`src/rtl/coco_pkg.sv`:
```
// Shared types for the CoCo system-RAM arbiter.
// FSM states, slot grant codes and the default DMA starvation limit.
package coco_pkg;

  typedef enum logic [2:0] {
    IDLE,
    VDG_A,
    VDG_D,
    CPU_A,
    CPU_D,
    CPU_W,
    DMA_A,
    DMA_D
  } arb_state_t;

  typedef enum logic [2:0] {
    SLOT_NONE,
    SLOT_VDG,
    SLOT_CPU_RD,
    SLOT_CPU_WR,
    SLOT_DMA
  } slot_t;

  localparam int STARVE_DEF = 16;

endpackage

```
`src/rtl/ram_slot_edge.sv`:
```
// SAM E/Q sampler for the RAM arbiter.
// Registers E/Q on clk_ena and flags the edges seen on that tick.
module ram_slot_edge (
  input  logic clk,
  input  logic reset,
  input  logic clk_ena,
  input  logic e,
  input  logic q,
  output logic q_rise,
  output logic e_rise,
  output logic e_fall
);

  logic e_d;
  logic q_d;

  always_ff @(posedge clk) begin
    if (!reset) begin
      e_d <= 1'b0;
      q_d <= 1'b0;
    end else if (clk_ena) begin
      e_d <= e;
      q_d <= q;
    end
  end

  assign q_rise = clk_ena & q & ~q_d;
  assign e_rise = clk_ena & e & ~e_d;
  assign e_fall = clk_ena & ~e & e_d;

endmodule

```
`src/rtl/coco_ram_arbiter.sv`:
```
// Time-slot arbiter for the shared 64K system RAM port.
// Serves VDG fetches, CPU reads/writes and loader DMA writes.
module coco_ram_arbiter
  import coco_pkg::*;
#(
  parameter int ADDR_W     = 16,
  parameter int STARVE_MAX = STARVE_DEF
) (
  input  logic              clk,
  input  logic              reset,
  input  logic              clk_ena,
  input  logic              e,
  input  logic              q,
  input  logic [ADDR_W-1:0] cpu_addr,
  input  logic [7:0]        cpu_dout,
  input  logic              cpu_rw,
  input  logic              cpu_ram_cs,
  output logic [7:0]        cpu_din,
  input  logic [ADDR_W-1:0] vdg_addr,
  output logic [7:0]        vdg_data,
  output logic              vdg_valid,
  input  logic              dma_req,
  input  logic [ADDR_W-1:0] dma_addr,
  input  logic [7:0]        dma_data,
  output logic              dma_ack,
  output logic [ADDR_W-1:0] ram_addr,
  output logic [7:0]        ram_wdata,
  output logic              ram_we,
  output logic              ram_en,
  input  logic [7:0]        ram_rdata,
  output logic              busy
);

  localparam int CW = $clog2(STARVE_MAX + 1);

  arb_state_t state, state_nx;
  slot_t      slot;

  logic q_rise, e_rise, e_fall;
  logic vdg_pend, cpu_rd_pend, cpu_wr_pend;
  logic [ADDR_W-1:0] vdg_lat, rd_addr, wr_addr;
  logic [7:0]        wr_data;
  logic [CW-1:0]     starve_cnt;
  logic              starve_hit;

  ram_slot_edge u_edge (
    .clk     (clk),
    .reset   (reset),
    .clk_ena (clk_ena),
    .e       (e),
    .q       (q),
    .q_rise  (q_rise),
    .e_rise  (e_rise),
    .e_fall  (e_fall)
  );

  assign busy       = (state != IDLE);
  assign starve_hit = dma_req &&
                      (starve_cnt >= CW'(STARVE_MAX));

  // Writes go first so the latched E-fall data is never overwritten.
  always_comb begin
    slot = SLOT_NONE;
    if (clk_ena && state == IDLE) begin
      if (cpu_wr_pend)      slot = SLOT_CPU_WR;
      else if (vdg_pend)    slot = SLOT_VDG;
      else if (starve_hit)  slot = SLOT_DMA;
      else if (cpu_rd_pend) slot = SLOT_CPU_RD;
      else if (dma_req)     slot = SLOT_DMA;
    end
  end

  always_comb begin
    state_nx = state;
    if (clk_ena) begin
      unique case (state)
        IDLE: begin
          unique case (slot)
            SLOT_VDG:    state_nx = VDG_A;
            SLOT_CPU_RD: state_nx = CPU_A;
            SLOT_CPU_WR: state_nx = CPU_W;
            SLOT_DMA:    state_nx = DMA_A;
            default:     state_nx = IDLE;
          endcase
        end
        VDG_A:   state_nx = VDG_D;
        CPU_A:   state_nx = CPU_D;
        DMA_A:   state_nx = DMA_D;
        default: state_nx = IDLE;
      endcase
    end
  end

  always_ff @(posedge clk) begin
    if (!reset) state <= IDLE;
    else        state <= state_nx;
  end

  always_ff @(posedge clk) begin
    if (!reset) begin
      vdg_pend    <= 1'b0;
      cpu_rd_pend <= 1'b0;
      cpu_wr_pend <= 1'b0;
      vdg_lat     <= '0;
      rd_addr     <= '0;
      wr_addr     <= '0;
      wr_data     <= 8'h00;
      starve_cnt  <= '0;
    end else if (clk_ena) begin
      // A second edge on an already-set pend is dropped.
      if (q_rise && !vdg_pend) begin
        vdg_pend <= 1'b1;
        vdg_lat  <= vdg_addr;
      end else if (slot == SLOT_VDG) begin
        vdg_pend <= 1'b0;
      end
      if (e_rise && cpu_ram_cs && cpu_rw &&
          !cpu_rd_pend) begin
        cpu_rd_pend <= 1'b1;
        rd_addr     <= cpu_addr;
      end else if (slot == SLOT_CPU_RD) begin
        cpu_rd_pend <= 1'b0;
      end
      if (e_fall && cpu_ram_cs && !cpu_rw &&
          !cpu_wr_pend) begin
        cpu_wr_pend <= 1'b1;
        wr_addr     <= cpu_addr;
        wr_data     <= cpu_dout;
      end else if (slot == SLOT_CPU_WR) begin
        cpu_wr_pend <= 1'b0;
      end
      if (!dma_req || slot == SLOT_DMA ||
          state == DMA_A || state == DMA_D)
        starve_cnt <= '0;
      else if (starve_cnt < CW'(STARVE_MAX))
        starve_cnt <= starve_cnt + 1'b1;
    end
  end

  always_ff @(posedge clk) begin
    if (!reset) begin
      ram_addr  <= '0;
      ram_wdata <= 8'h00;
      ram_we    <= 1'b0;
      ram_en    <= 1'b0;
      cpu_din   <= 8'h00;
      vdg_data  <= 8'h00;
      vdg_valid <= 1'b0;
      dma_ack   <= 1'b0;
    end else begin
      ram_we    <= 1'b0;
      vdg_valid <= 1'b0;
      dma_ack   <= 1'b0;
      if (clk_ena) begin
        ram_en <= (state_nx != IDLE);
        unique case (slot)
          SLOT_VDG:    ram_addr <= vdg_lat;
          SLOT_CPU_RD: ram_addr <= rd_addr;
          SLOT_CPU_WR: begin
            ram_addr  <= wr_addr;
            ram_wdata <= wr_data;
            ram_we    <= 1'b1;
          end
          SLOT_DMA: begin
            ram_addr  <= dma_addr;
            ram_wdata <= dma_data;
            ram_we    <= 1'b1;
          end
          default: ;
        endcase
        if (state == VDG_D) begin
          vdg_data  <= ram_rdata;
          vdg_valid <= 1'b1;
        end
        if (state == CPU_D) cpu_din <= ram_rdata;
        if (state == DMA_A) dma_ack <= 1'b1;
      end
    end
  end

endmodule

```
`config.mk`:
```
export PLATFORM = sky130hd
export DESIGN_NAME = coco_ram_arbiter
export DESIGN_NICKNAME = d
export VERILOG_FILES = /design/src/rtl/coco_pkg.sv /design/src/rtl/ram_slot_edge.sv /design/src/rtl/coco_ram_arbiter.sv
export SDC_FILE = /design/constraint.sdc
export NUM_CORES = 1
export LEC_CHECK = 0
export CORE_MARGIN = 2
export CORE_UTILIZATION = 50
export CTS_BUF_LIST = sky130_fd_sc_hd__clkbuf_4 sky130_fd_sc_hd__clkbuf_8
export CTS_CLUSTER_DIAMETER = 200
export CTS_CLUSTER_SIZE = 8
export DETAILED_ROUTE_END_ITERATION = 8
export PLACE_DENSITY = 0.92
export SKIP_LAST_GASP = 1
export SLEW_MARGIN = 20
export SYNTH_ARGS = -nofsm -noshare
export SYNTH_HDL_FRONTEND = slang
export SYNTH_SLANG_ARGS = --single-unit
```
`constraint.sdc`:
```
create_clock -name clk -period 4.7 [get_ports clk]
set_input_delay 0.47 -clock clk [delete_from_list [all_inputs] [get_ports clk]]
set_output_delay 0.47 -clock clk [all_outputs]
set_load 0.1 [all_outputs]
```
==> flow_summary.ini, run 1 <==
[logic_synthesis]
syn_area_um2 = 4570
syn-num-nets = 625
seq_area_frac_synth_pct = 49.5
synth_seq_cells = 113
yosys_warnings = 0
synthCells = 544
avgSynthCellArea_um2 = 8.40
ys_types = 50
ys_async_sr_fraction_pct = 0
synth.area.top_cells = dfxtp_1, nand2_1, a21oi_1
synth_top_area_share_pct = 49.5
ys.flop_type = dfxtp_1
yosysTopAreaCell = dfxtp_1
synth_edf_count = 0

[final_layout]
drive_above_1_share_pct = 7.41
num_antenna_cells = 0
syn2layout_area_growth_pct = 37.6
seqCellArea_um2 = 2260
multi_input_area_um2 = 2130
stdcell_area_um2 = 6280
final_cells = 769
nets = 729
n_fill_cell = 693

[clock_tree]
numCtsBuffers = 17
cts_tree = yes
htree_levels = 4
cts_setup_buffers = 0
cts_root_buffer = clkbuf_8
ctsHoldBuffers = 0
clk_latency_ns = 0.44
cts_resized = 0
clk_pin_slew_ns = 0.07
clk_path_buf_depth = 2
clock_sinks = 113

[setup_path]
r2r_start = cpu_wr_pend$_SDFFE_PN0P_
worstPathArrival_ns = 2.38
r2r_cells = 4
setup.worst_path.class = reg2out
cpMaxStageDelayCell = clkdlybuf4s50_1
regToRegEndpoint = ram_wdata[4]$_SDFFE_PN0P_
worstPathCellList = or3_1 > clkdlybuf4s50_1
endpoint_kind = output port
crit_path_start = state[2]$_SDFF_PN0_
cp.required_ns = 4.23
worst_path_largest_cell_delay_ns = 1.14
regToRegSetupSlack_ns = 2.37
start_kind = flop
cp_max_fo = 12

[worst_hold_path]
hold_class = reg2reg
hp-start = wr_addr[9]$_SDFFE_PN0P_
min_path_cells = 2
hold_path_end = wr_addr[9]$_SDFFE_PN0P_

[sta]
drv_slew = 0
rsz0062_at_grt = no
slew_headroom_pct = 32.7
fmax_ghz = 0.350
fin_worst_skew_ns = 0.0149
tightestPinTransition_ns = 1.01
hold_viol = 0
timing.final.crit_share_pct = 60.7
tns_ns = 0
period_needed_ns = 2.85
setup_viol = 0

[power]
p_leak_nw = 2.37
total_power_mw = 2.57
p_per_area_nw_per_um2 = 409
peakVddDrop_mv = 0.240

[placement]
place_area_um2 = 5800
io_buffers = 124
routabilityCongestion = 0.940
dpl.hpwl_um = 8600
dp_cells = 737

[global_route]
grt_start_max_net_pins = 51
top_usage_layer = met2
grt_use_met2_pct = 44.6
grt_use_met3_pct = 7.38
grt_antenna_before_repair = 0
grt_pass1_vias = 4375
use_met1_pct = 32.8
overflow = 0
grtUsageTotal_pct = 26.5
grt_pass1_wl_um = 20900

[die]
ios = 125
core_area_um2 = 8810
fp.dieW_um = 99.6
rows = 34
die_h_um = 99.6
initial_utilization_pct = 51.9
die_area_um2 = 9920

[status]
status = completed

[detailed_routing]
dr.first_iter.drc_count = 237
vias = 4476
wire_per_inst_um = 16.8
wirelength_um = 13000
vias_per_cell = 5.82
drc_errors = 0
drtPass1Iterations = 5
ant_nets = 0

[flow_run]
cap_violations = 0
[synthesized netlist by cell type, types with 2 or more instances]
| cell type | instances |
|---|---|
| nand2b_1 | 2 |
| nor2b_1 | 5 |
| a31oi_1 | 4 |
| o31ai_1 | 3 |
| or4_1 | 2 |
| clkbuf_1 | 34 |
| and2_1 | 2 |
| nand2_1 | 133 |
| nor2_1 | 26 |
| nand3_1 | 5 |
| a21o_1 | 2 |
| inv_1 | 5 |
| o2111ai_1 | 2 |
| mux2i_1 | 26 |
| o21ai_0 | 29 |
| dfxtp_1 | 113 |
| a21oi_1 | 85 |
| a211oi_1 | 3 |
| a221oi_1 | 15 |
| a22oi_1 | 11 |
| nand3b_1 | 2 |
| buf_2 | 6 |
| o22ai_1 | 2 |
[per-stage QoR]
step	setup slack, ns	util [%]	hold slack, ns
floorplan	2.69	-	0.433
global placement	1.81	65.9	0.441
detailed placement	1.65	65.9	0.446
CTS	1.86	71.2	0.455
global route	1.78	71.4	0.472
finish	1.85	71.4	0.455
[metal layers]
metal | vias up | routed length (µm)
met5 | - | 0
met4 | 0 | 208
met3 | 24 | 1060
met2 | 227 | 6340
met1 | 2112 | 5340
li1 | 2113 | -
[how the worst max path moves through the flow]
stage	to	slack (ns)	cells past startpoint
3_5_place_dp	rd_addr[0]$_SDFFE_PN0P_	1.65	4
2_1_floorplan	ram_en$_SDFFE_PN0P_	2.69	4
4_1_cts	busy	1.86	2
6_report	busy	1.85	2
5_1_grt	busy	1.78	2
3_3_place_gp	rd_addr[0]$_SDFFE_PN0P_	1.81	4
[flip-flops by register name, summed over array words and instances (netlist names), 3 cells and up]
register / cells
vdg_data: 8
starve_cnt: 5
wr_addr: 16
vdg_lat: 16
rd_addr: 16
state: 3
cpu_din: 8
ram_addr: 16
wr_data: 8
ram_wdata: 8
[worst max-delay path, delay by kind of cell, from the launching register on]
kind / cells / cell delay, ns
buf+inv: 1 / 1.14
flops: 1 / 0.60
simple gates: 1 / 0.21
[cells in the final DEF (no fill, tap or decap), types with 4 or more instances in the layout]
cell type,synthesis,routed
nor2_1,26,25
nand2_1,133,133
a31oi_1,4,4
bufinv_16,0,5
o21ai_0,29,29
mux2i_1,26,26
clkbuf_8,0,20
clkdlybuf4s50_1,0,124
a221oi_1,15,15
a21oi_1,85,85
dfxtp_1,113,113
nor2b_1,5,5
inv_1,5,4
a22oi_1,11,11
[cells by family after synthesis]
family / Yosys count / share of synthesized area (%)
compound gates: 167 / 22.2
fa+ha+maj: 1 / 0.274
buf+inv: 47 / 4.05
flops: 113 / 49.5
mux: 26 / 5.70
simple gates: 190 / 18.2
[power breakdown]
| group | leakage, nW | switching (mW) | internal (mW) |
|---|---|---|---|
| combinational | 1.22 | 0.316 | 0.154 |
| sequential | 0.918 | 0.0304 | 0.998 |
| clock | 0.236 | 0.391 | 0.683 |
| total | 2.37 | 0.737 | 1.83 |
[cell type report]
class / instances / area share [%]
clock buffer: 22 / 4.62
sequential: 113 / 36.0
tap: 108 / 2.15
timing repair buffer: 127 / 20.1
inverter: 5 / 0.299
clock inverter: 10 / 2.87
multi-input combinational: 384 / 34.0
(Power assumes the default switching activity.)
==> run 2, diff against run 1 <==
- clock period: 4.7 -> 2.7 ns (I/O delays scaled with it)
==> run 2 against run 1 <==
  * Cell count is 1.8% higher
  * Non-clock buffer count is 14 higher
  * Die area stayed put
  * Via count is 2.0% higher
  * Clock skew is 0.0039 ns lower
  * Sequential power is 74% higher
  * Critical path depth is 2 higher
  * Critical path type is now reg2reg
  * Largest cell class unchanged
==> flow_summary.ini, run 2 (same netlist as run 1, synthesis figures left out) <==
[status]
status = completed

[power]
clkPwrFrac_pct = 38.4
peakVddDrop_mv = 0.428
power.internal_mw = 2.96
power_frac_comb_pct = 19.4
total_power_mw = 4.24
power_switching_share_pct = 30.3
p_seq_share_pct = 42.2
p_leak_nw = 2.50
p_per_area_nw_per_um2 = 684
p_switching_mw = 1.29

[detailed_routing]
ant_nets = 0
vias_per_cell = 5.83
wirelength_um = 13300
drc_errors = 0
vias = 4564
wire_per_inst_um = 17.0
drtPass1Iterations = 5
dr.first_iter.drc_count = 249

[clock_tree]
htree_levels = 4
clk_latency_ns = 0.43
cts_root_buffer = clkbuf_8
clk_pin_slew_ns = 0.07
cts_tree = yes
cts_resized = 0
ctsHoldBuffers = 0
numCtsBuffers = 17
cts_setup_buffers = 0
clk_path_buf_depth = 2
clock_sinks = 113

[sta]
drv_slew = 0
tns_ns = 0
slew_headroom_pct = 61.1
rsz0062_at_grt = no
whs_ns = 0.384
period_needed_ns = 2.02
hold_viol = 0
tightestPinTransition_ns = 0.582
fin_worst_skew_ns = 0.0110
fmax_ghz = 0.495
setup_viol = 0
timing.final.crit_share_pct = 74.9

[final_layout]
final_cell_mix = nand2_1, dfxtp_1, a21oi_1, clkdlybuf4s50_1, buf_4
syn2layout_area_growth_pct = 35.7
nets = 743
stdcell_area_um2 = 6200
num_antenna_cells = 0
drive_above_1_share_pct = 15.4
final_cells = 783
final_common_cell = nand2_1

[placement]
io_buffers = 124
routabilityCongestion = 0.901
place_area_um2 = 5790
dpl.hpwl_um = 8890
dp_cells = 751

[setup_path]
regToRegSetupSlack_ns = 0.68
worst_path_largest_cell_delay_ns = 0.53
cp.depth = 4
crit_path_start = vdg_pend$_SDFFE_PN0P_
cp_max_fo = 12
r2r_start = vdg_pend$_SDFFE_PN0P_
start_kind = flop
r2r_cells = 4
crit_family = simple AND/OR/NAND/NOR gates
cp.required_ns = 3.04
regToRegEndpoint = starve_cnt[3]$_SDFFE_PN0P_
worstPathArrival_ns = 2.36
setup.worst_path.class = reg2reg
cpMaxStageDelayCell = or4_1
endpoint_kind = flop
worstPathCellList = nor2_1 > a211oi_1 > or4_1 > a221oi_2
crit_buf_inv = 0
critPathCapture = starve_cnt[3]$_SDFFE_PN0P_

[global_route]
grt_pass1_vias = 4521
grtUsageTotal_pct = 26.6
grt_pass1_wl_um = 20900
grt_antenna_before_repair = 0
overflow = 0
grt_start_max_net_pins = 33

[die]
initial_utilization_pct = 51.9
fp.dieW_um = 99.6
rows = 34
core_area_um2 = 8810
die_area_um2 = 9920
die_h_um = 99.6
ios = 125

[worst_hold_path]
hold_class = in2reg

[flow_run]
cap_violations = 0
## run 2: worst reg2reg max path, stage by stage (launching register included)
cell,delay (ns)
dfxtp_1,0.43
nor2_1,0.51
a211oi_1,0.22
or4_1,0.53
a221oi_2,0.25
## run 2: metrics by stage
| stage | utilization, % | worst slack, ns |
|---|---|---|
| 2_1_floorplan | - | 0.694 |
| 3_3_place_gp | 65.8 | 0.449 |
| 3_5_place_dp | 65.8 | 0.356 |
| 4_1_cts | 70.4 | 0.672 |
| 5_1_grt | 70.4 | 0.573 |
| 6_report | 70.4 | 0.678 |
## run 2: final cells by class
cell class / count / area [µm²]
Clock buffer: 21 / 270
Clock inverter: 11 / 138
Fill cell: 685 / 2610
Inverter: 5 / 18.8
Multi-Input combinational cell: 384 / 2120
Sequential cell: 113 / 2260
Tap cell: 108 / 135
Timing Repair Buffer: 141 / 1260
## run 2: worst min-delay path by stage
stage                     cells after the start                     from  slack (ns)                       to
after floorplan                               2                    reset        0.40       dma_ack$_SDFF_PN0_
after CTS                                     3              vdg_addr[7]        0.37  vdg_lat[7]$_SDFFE_PN0P_
after detailed placement                      2  cpu_din[3]$_SDFFE_PN0P_        0.45  cpu_din[3]$_SDFFE_PN0P_
after global placement                        2  wr_data[6]$_SDFFE_PN0P_        0.44  wr_data[6]$_SDFFE_PN0P_
after global routing                          3              cpu_dout[5]        0.38  wr_data[5]$_SDFFE_PN0P_
final                                         3              cpu_dout[4]        0.38  wr_data[4]$_SDFFE_PN0P_
## run 2: per-layer routing
| metal | routed length (µm) | GRT usage (%) | vias up |
|---|---|---|---|
| li1 | - | - | 2140 |
| met1 | 5250 | 31.5 | 2106 |
| met2 | 6430 | 44.5 | 266 |
| met3 | 1180 | 6.32 | 52 |
| met4 | 454 | 14.2 | 0 |
| met5 | 0 | 0 | - |
## run 2: power groups by stage
stage               Combinational, mW  Sequential, mW  Clock, mW
floorplan                       0.246            2.11          0
global placement                0.800            1.82          0
detailed placement              0.814            1.82          0
CTS                             0.819            1.79       1.66
global route                    0.861            1.80       1.73
finish                          0.822            1.79       1.63
